<file path="src/rtl/pwm_ramp_ctrl.sv">
// pwm_ramp_ctrl: ramps a registered PWM duty word toward a requested target.
// One step of up to step_i counts happens every period_i+1 enabled cycles.
// The duty saturates at the target and never wraps or underflows.
// A one-cycle done pulse is raised when the target is reached.
// An abort or reset discards the active ramp without a done pulse.
module pwm_ramp_ctrl #(
    parameter int WIDTH = 8,
    parameter int PER_W = 16
) (
    input  logic             clk,
    input  logic             rst_i,
    input  logic             ena,
    input  logic             req_valid_i,
    output logic             req_ready_o,
    input  logic [WIDTH-1:0] target_i,
    input  logic [WIDTH-1:0] step_i,
    input  logic [PER_W-1:0] period_i,
    input  logic             abort_i,
    output logic [WIDTH-1:0] duty_o,
    output logic             busy_o,
    output logic             done_o
);

    typedef enum logic [1:0] {
        ST_IDLE = 2'd0,
        ST_RAMP = 2'd1,
        ST_DONE = 2'd2
    } state_t;

    localparam logic [WIDTH-1:0] STEP_ONE = {{(WIDTH-1){1'b0}}, 1'b1};
    localparam logic [WIDTH-1:0] DUTY_ZERO = {WIDTH{1'b0}};
    localparam logic [PER_W-1:0] CNT_ZERO = {PER_W{1'b0}};
    localparam logic [PER_W-1:0] CNT_ONE = {{(PER_W-1){1'b0}}, 1'b1};

    state_t           state_q, state_d;
    logic [WIDTH-1:0] duty_q, duty_d;
    logic [WIDTH-1:0] target_q, target_d;
    logic [WIDTH-1:0] step_q, step_d;
    logic [PER_W-1:0] period_q, period_d;
    logic [PER_W-1:0] cnt_q, cnt_d;
    logic             busy_q, busy_d;
    logic             done_q, done_d;

    logic             accept_s;
    logic             step_hit_s;
    logic [WIDTH:0]   up_sum_s;
    logic [WIDTH-1:0] down_gap_s;
    logic [WIDTH-1:0] stepped_s;

    assign req_ready_o = (state_q == ST_IDLE) && ena;
    assign accept_s    = req_valid_i && req_ready_o;
    assign step_hit_s  = (cnt_q == period_q);

    assign duty_o = duty_q;
    assign busy_o = busy_q;
    assign done_o = done_q;

    // Candidate duty after one step, clamped to the target in either direction.
    always_comb begin
        up_sum_s   = {1'b0, duty_q} + {1'b0, step_q};
        down_gap_s = duty_q - target_q;
        stepped_s  = duty_q;
        if (duty_q < target_q) begin
            if (up_sum_s >= {1'b0, target_q}) begin
                stepped_s = target_q;
            end else begin
                stepped_s = up_sum_s[WIDTH-1:0];
            end
        end else begin
            if (step_q >= down_gap_s) begin
                stepped_s = target_q;
            end else begin
                stepped_s = duty_q - step_q;
            end
        end
    end

    // Next-state, datapath and output decode for the ramp sequencer.
    always_comb begin
        state_d  = state_q;
        duty_d   = duty_q;
        target_d = target_q;
        step_d   = step_q;
        period_d = period_q;
        cnt_d    = cnt_q;
        case (state_q)
            ST_IDLE: begin
                if (accept_s) begin
                    target_d = target_i;
                    step_d   = (step_i == DUTY_ZERO) ? STEP_ONE : step_i;
                    period_d = period_i;
                    cnt_d    = CNT_ZERO;
                    if (target_i == duty_q) begin
                        state_d = ST_DONE;
                    end else begin
                        state_d = ST_RAMP;
                    end
                end else begin
                    state_d = ST_IDLE;
                end
            end
            ST_RAMP: begin
                if (abort_i) begin
                    // Abort wins over a coincident step; duty keeps its value.
                    state_d = ST_IDLE;
                end else if (ena) begin
                    if (step_hit_s) begin
                        cnt_d  = CNT_ZERO;
                        duty_d = stepped_s;
                        if (stepped_s == target_q) begin
                            state_d = ST_DONE;
                        end else begin
                            state_d = ST_RAMP;
                        end
                    end else begin
                        cnt_d = cnt_q + CNT_ONE;
                    end
                end else begin
                    state_d = ST_RAMP;
                end
            end
            ST_DONE: begin
                state_d = ST_IDLE;
            end
            default: begin
                state_d = ST_IDLE;
            end
        endcase
        busy_d = (state_d != ST_IDLE);
        done_d = (state_d == ST_DONE);
    end

    // State and datapath registers with synchronous reset.
    always_ff @(posedge clk) begin
        if (rst_i) begin
            state_q  <= ST_IDLE;
            duty_q   <= DUTY_ZERO;
            target_q <= DUTY_ZERO;
            step_q   <= STEP_ONE;
            period_q <= CNT_ZERO;
            cnt_q    <= CNT_ZERO;
            busy_q   <= 1'b0;
            done_q   <= 1'b0;
        end else begin
            state_q  <= state_d;
            duty_q   <= duty_d;
            target_q <= target_d;
            step_q   <= step_d;
            period_q <= period_d;
            cnt_q    <= cnt_d;
            busy_q   <= busy_d;
            done_q   <= done_d;
        end
    end

endmodule

</file>
<file path="config.mk">
export PLATFORM = sky130hd
export DESIGN_NAME = pwm_ramp_ctrl
export DESIGN_NICKNAME = d
export VERILOG_FILES = /design/src/rtl/pwm_ramp_ctrl.sv
export SDC_FILE = /design/constraint.sdc
export NUM_CORES = 1
export LEC_CHECK = 0
export ABC_AREA = 1
export CAP_MARGIN = 20
export CORE_ASPECT_RATIO = 1.75
export CORE_MARGIN = 2
export CORE_UTILIZATION = 58
export DETAILED_ROUTE_END_ITERATION = 10
export PLACE_DENSITY = 0.83
export RECOVER_POWER = 25
export SYNTH_ARGS = -nofsm -noshare
export SYNTH_HDL_FRONTEND = slang
export SYNTH_SLANG_ARGS = --single-unit
</file>
<file path="constraint.sdc">
create_clock -name clk -period 4.2 [get_ports clk]
set_input_delay 0.84 -clock clk [delete_from_list [all_inputs] [get_ports clk]]
set_output_delay 0.84 -clock clk [all_outputs]
set_load 0.005 [all_outputs]
</file>
==> results of run 1 <==
-- per-stage QoR --
step	cells	hold slack (ns)	setup TNS [ns]
global route	819	0.4980	-0.2123
detailed placement	803	0.4588	0
global placement	803	0.4532	0
floorplan	679	0.4438	0
CTS	819	0.4650	0
finish	819	0.4707	0
-- repair_timing --
item / in CTS / in global routing
gates resized for setup: 0 / 3
endpoints found under the setup margin: 0 / 4
endpoints found under the hold margin: 0 / 0
hold buffers: 0 / 0
-- flip-flops by register name, summed over array words and instances, names as in the netlist --
name,count
state_q,2
step_q,8
target_q,8
busy_o,1
done_o,1
cnt_q,16
period_q,16
duty_o,8
-- metal layers --
layer	vias up	track usage [%]	share of wire, %
met3	84	4.632	4.7
met4	0	29.13	8.8
li1	2344	-	-
met2	227	60.76	53
met1	2231	30.67	34
met5	-	0	0
-- placed cells by master, fill, tap and decap left out, drive strengths merged, types with 2 or more instances in the layout --
| cell | Yosys | final |
|---|---|---|
| nand2 | 156 | 156 |
| inv | 93 | 93 |
| a21oi | 67 | 67 |
| dfxtp | 60 | 60 |
| nand3 | 59 | 59 |
| clkdlybuf4s50 | 0 | 42 |
| ha | 40 | 40 |
| nor2 | 37 | 37 |
| o21ai | 35 | 35 |
| xor2 | 24 | 24 |
| nand4 | 22 | 22 |
| nor3 | 20 | 20 |
| xnor2 | 11 | 11 |
| o211ai | 10 | 10 |
| buf | 12 | 10 |
| clkbuf | 11 | 9 |
| dlygate4sd3 | 0 | 5 |
| fa | 3 | 3 |
| bufinv | 0 | 3 |
| nor4 | 3 | 3 |
| clkinv | 1 | 3 |
| o21bai | 2 | 2 |
| o31ai | 2 | 2 |
| a31oi | 2 | 2 |
| o22ai | 2 | 2 |
| clkinvlp | 0 | 2 |
-- cells by family (layout without fill, tap and decap cells) --
group | count (synthesis) | after routing | share of synthesized area, %
XOR/XNOR | 35 | 35 | 6.623
adder cells (fa/ha/maj) | 43 | 43 | 12.11
AND/OR/NAND/NOR | 299 | 299 | 29.87
flip-flops | 60 | 60 | 25.95
AO/OA/AOI/OAI | 125 | 125 | 15.00
buffers and inverters | 117 | 167 | 10.44
-- layout make-up --
class                           instances  area [µm²]
Clock buffer                            9       225.2
Clock inverter                          7       115.1
Sequential cell                        60        1204
Fill cell                             655        2349
Inverter                               94       352.8
Timing Repair Buffer                   57       545.5
Multi-Input combinational cell        502        2952
Tap cell                               90       112.6
-- power breakdown --
group | switching [W] | total [W] | internal [W]
Clock | 0.000269 | 0.000846 | 0.000576
Sequential | 0.0000205 | 0.000613 | 0.000592
Combinational | 0.000354 | 0.000563 | 0.000210
Total | 0.000644 | 0.00202 | 0.00138
-- how the worst max path moves through the flow --
stage               cells past startpoint           endpoint                      from  slack [ns]
floorplan                              28  busy_o$_SDFF_PP0_    duty_o[1]$_SDFFE_PP0P_        0.86
global placement                       27  busy_o$_SDFF_PP0_    duty_o[1]$_SDFFE_PP0P_        0.42
detailed placement                     27  busy_o$_SDFF_PP0_    duty_o[1]$_SDFFE_PP0P_        0.27
CTS                                    29  busy_o$_SDFF_PP0_    duty_o[1]$_SDFFE_PP0P_        0.21
global route                           30  busy_o$_SDFF_PP0_  target_q[1]$_SDFFE_PP0P_       -0.09
finish                                 30  busy_o$_SDFF_PP0_  target_q[2]$_SDFFE_PP0P_        0.28
-- critical path: cells and delay by family, from the launching register on --
kind / cells / cell delay, ns
flops: 1 / 0.39
simple gates: 21 / 1.91
compound gates: 4 / 0.56
fa+ha+maj: 2 / 0.65
buf+inv: 2 / 0.20
xor+xnor: 1 / 0.10
==> flow_summary_export.csv, run 1 <==
group,metric,value,unit
power,power.density,367.1,mW/mm²
sta,post-route-worst-setup-slack,0.2843,ns
placed_design,dp_hpwl,10890,µm
route,first_pass_iters,5,
setup_path,endpoint_kind,"flip-flop",
sta,finalCritPeriodShare,93.23,%
synthesis,yosysSeqAreaShare,25.95,%
final_layout,layout-drive-gt1-share,7.819,%
placed_design,preCtsSetupSlack,0.2673,ns
synthesis,synth_top_area_cell,"dfxtp_1",
global_route,grt_use_total,33.09,%
global_route,globalRouteOverflowTotal,0,
clocking,cts_root_buf,"clkbuf_16",
placed_design,post_dp_cell_area,0.005156,mm²
sta,finalHoldViolations,0,
floorplanning,dieWidth,71.53,µm
setup_path,rrSetupSlack,0.28,ns
placed_design,gp_congestion,0.9748,
setup_path,worstSetupStartpointType,"flip-flop",
synthesis,yosys_warnings,0,
setup_path,cp_common_cell,"nand2_1",
hold_path,hp-start,"period_q[9]$_SDFFE_PP0P_",
setup_path,arrival,4.15,ns
synthesis,synth_cells,679,
sta,slew_viol_final,0,
synthesis,netlist_top_cells_count,"nand2_1 (149), inv_1 (82), a21oi_1 (65), dfxtp_1 (60), nand3_1 (55)",
synthesis,synth_area_per_cell,6.816,µm²
sta,fin_skew,0.004865,ns
power,ir_drop,369.3,µV
synthesis,ys_seq_elements,60,
floorplanning,initial_core_util,58.92,%
synthesis,async_reset_ff_share,0,%
final_layout,area_growth,18.98,%
hold_path,hold_path_class,"flip-flop to flip-flop",
sta,max_freq,255.4,MHz
global_route,grt_pass1_vias,4824,
sta,maxSlewHeadroom,51.00,%
clocking,htree_levels,3,
placed_design,io_buffer_count,47,
sta,finalSetupViolCount,0,
floorplanning,die_h,122.2,µm
global_route,grt_pass1_wl,21980,µm
final_layout,nNetsFinal,804,
final_layout,fin_util,70.10,%
setup_path,max_stage_delay,0.39,ns
synthesis,synth_nets,759,
synthesis,yosysTopAreaCellShare,25.95,%
clocking,numCtsBuffers,9,
floorplanning,fp.dieArea,0.008738,mm²
route,ant_nets,0,
route,route.detailed.drc,0,
floorplanning,io_pins,48,
clocking,cts_tree,"yes",
route,vias,4886,
hold_path,whs_endpoint,"period_q[9]$_SDFFE_PP0P_",
setup_path,timing.rr.start,"target_q[2]$_SDFFE_PP0P_",
synthesis,synthTopCellsByArea,"dfxtp_1 (26%), nand2_1 (12%), ha_1 (11%)",
synthesis,ys.flop_type,"dfxtp_1",
route,wl_per_cell,16.98,µm
power,p_leak,2.588,nW
clocking,clk_latency,0.34,ns
final_layout,diodes,0,
setup_path,cp_max_fo,16,
clocking,cts_buffer_depth,2,
clocking,cts_setup_buffers,0,
final_layout,final_area,0.005507,mm²
route,viasPerCell,5.966,
run_status,outcome,"finished, final reports clean",
setup_path,cp.required,4.43,ns
setup_path,r2r_cells,30,
global_route,antenna_found_initial,0,
floorplanning,coreArea,0.007855,mm²
synthesis,synth_edf_count,0,
hold_path,worstHoldPathCells,2,
route,wirelength,13910,µm
clocking,clk_pin_slew,0.05,ns
global_route,grt_max_degree,54,
run,maxCapViolations,0,
synthesis,synth_area,0.004628,mm²
floorplanning,rows,43,
setup_path,reg2reg_to,"busy_o$_SDFF_PP0_",
synthesis,yosysMostFrequentCell,"nand2_1",
route,drt-initial-drc-count,374,
sta,tightest_slew,0.7342,ns
clocking,cts_sinks,60,
power,power,0.002021,W
sta,final.min_clock_period,3.916,ns
setup_path,cp_slowest_cell,"dfxtp_1",
setup_path,critPathKind,"flip-flop to flip-flop",
synthesis,ys_types,45,
No activity file was read; power rests on OpenSTA's default activity.
==> inputs of run 2 (changes only) <==
--- a/config.mk
+++ b/config.mk
@@ -13,6 +13,7 @@
 export DETAILED_ROUTE_END_ITERATION = 10
 export PLACE_DENSITY = 0.83
 export RECOVER_POWER = 25
+export SETUP_SLACK_MARGIN = 0.15
 export SYNTH_ARGS = -nofsm -noshare
 export SYNTH_HDL_FRONTEND = slang
 export SYNTH_SLANG_ARGS = --single-unit
==> run 2 against run 1 <==
Against the previous run: power increased by 0.83%; non-clock buffer count increased by 1; fmax increased by 0.76%; final area increased by 0.66%; flip-flop and latch count unchanged; final cell count increased by 0.24%.
==> flow_summary_export.csv, run 2 (synthesis results as in run 1) <==
group,metric,value,unit
route,vias,4908,
clocking,clk_pin_slew,0.05,ns
final_layout,final_cell_mix,"nand2_1 (148), inv_1 (82), a21oi_1 (65)",
sta,finalSetupViolCount,0,
sta,max_freq,257.3,MHz
placed_design,gp_congestion,0.9748,
clocking,cts_tree,"yes",
power,p_leak,2.607,nW
sta,final.min_clock_period,3.886,ns
route,viasPerCell,5.978,
final_layout,area_growth,19.76,%
power,p_clk_share,41.6,%
sta,slew_viol_final,0,
global_route,globalRouteOverflowTotal,0,
floorplanning,coreArea,0.007855,mm²
final_layout,final_cells,821,
power,swShare,32.16,%
global_route,grt_use_total,33.09,%
placed_design,dp.cells,803,
power,power.density,367.7,mW/mm²
floorplanning,io_pins,48,
power,p_sw,0.0006554,W
global_route,grt_pass1_vias,4824,
floorplanning,dieWidth,71.53,µm
final_layout,reg_top3,"cnt_q: 16 flops, period_q: 16 flops",
sta,finalCritPeriodShare,92.52,%
route,wl_per_cell,17.30,µm
sta,tns,0,ns
global_route,grt_max_degree,54,
global_route,grt_pass1_wl,21980,µm
power,combPwrFrac,28.4,%
placed_design,io_buffer_count,47,
power,power_frac_seq,30.1,%
run_status,outcome,"finished, final reports clean",
clocking,htree_levels,3,
route,drt-initial-drc-count,383,
floorplanning,die_h,122.2,µm
floorplanning,rows,43,
setup_path,cp_common_cell,"nand2_1",
clocking,numCtsBuffers,9,
setup_path,max_stage_delay,0.36,ns
sta,tightest_slew,0.7294,ns
final_layout,diodes,0,
route,wirelength,14210,µm
route,route.detailed.drc,0,
final_layout,nNetsFinal,806,
floorplanning,initial_core_util,58.92,%
power,ir_drop,368.8,µV
sta,maxSlewHeadroom,51.32,%
route,first_pass_iters,5,
global_route,antenna_found_initial,0,
sta,finalHoldViolations,0,
power,intPower,0.001383,W
final_layout,final_common_cell,"nand2_1",
setup_path,cp_max_fo,8,
run,maxCapViolations,0,
clocking,cts_buffer_depth,2,
final_layout,layout-drive-gt1-share,9.029,%
clocking,cts_root_buf,"clkbuf_16",
setup_path,endpoint_kind,"flip-flop",
clocking,cts_sinks,60,
setup_path,critPathKind,"flip-flop to flip-flop",
sta,fin_skew,0.005911,ns
placed_design,dp_hpwl,10890,µm
floorplanning,fp.dieArea,0.008738,mm²
setup_path,cp_slowest_cell,"dfxtp_2",
setup_path,cp.required,4.43,ns
clocking,clk_latency,0.34,ns
sta,rsz0062_at_grt,"no",
setup_path,worstSetupStartpointType,"flip-flop",
route,ant_nets,0,
hold_path,hold_path_class,"flip-flop to flip-flop",
setup_path,rrSetupSlack,0.31,ns
setup_path,arrival,4.12,ns
-- run 2: cell type report --
cell class	count	area, µm²
Multi-Input combinational cell	503	2978
Clock inverter	7	115.1
Clock buffer	9	225.2
Tap cell	90	112.6
Timing Repair Buffer	58	553.0
Fill cell	642	2312
Sequential cell	60	1206
Inverter	94	352.8
-- run 2: routing by layer --
layer	wire length (µm)	share of wire, %	track usage [%]	vias to the layer above
met5	0	0	0	-
met4	1384	9.7	29.13	0
met3	604	4.3	4.632	93
met2	7459	53	60.76	223
met1	4756	33	30.67	2242
li1	-	-	-	2350
-- run 2: final timing paths --
kind	endpoint	cells past startpoint	startpoint
max reg2reg	busy_o$_SDFF_PP0_	30	target_q[2]$_SDFFE_PP0P_
min reg2reg	period_q[9]$_SDFFE_PP0P_	2	period_q[9]$_SDFFE_PP0P_
min	period_q[9]$_SDFFE_PP0P_	2	period_q[9]$_SDFFE_PP0P_
max	busy_o$_SDFF_PP0_	30	target_q[2]$_SDFFE_PP0P_
-- run 2: worst max-delay path, delay by kind of cell (launching register included) --
kind                     cells  cell delay [ns]
adder cells (fa/ha/maj)      2             0.67
buffers and inverters        2             0.18
AO/OA/AOI/OAI                4             0.57
AND/OR/NAND/NOR             21             1.91
flip-flops                   1             0.36
XOR/XNOR                     1             0.10
-- run 2: stage by stage --
step | hold WS (ns) | setup slack, ns | utilization [%] | total power [W] | instance area [µm²]
after detailed placement | 0.4588 | 0.2673 | 65.64 | 0.001169 | 5156
final | 0.4700 | 0.3141 | 70.56 | 0.002038 | 5543
after global routing | 0.4980 | 0.03245 | 70.56 | 0.002131 | 5543
after floorplan | 0.4438 | 0.8552 | - | 0.001024 | 4628
after global placement | 0.4532 | 0.4164 | 65.64 | 0.001154 | 5156
after CTS | 0.4650 | 0.2115 | 69.97 | 0.002016 | 5497
-- run 2: repair_timing --
action                                  CTS  global route
hold buffers                              0             0
gates resized for setup                   0            12
buffers inserted                          0             1
endpoints found under the setup margin    0             4
-- run 2: power by group through the flow --
stage | Clock (W) | Sequential, W | Combinational (W)
floorplan | 0 | 0.000618 | 0.000406
global placement | 0 | 0.000623 | 0.000531
detailed placement | 0 | 0.000623 | 0.000546
CTS | 0.000852 | 0.000612 | 0.000553
global route | 0.000877 | 0.000615 | 0.000639
finish | 0.000847 | 0.000613 | 0.000578
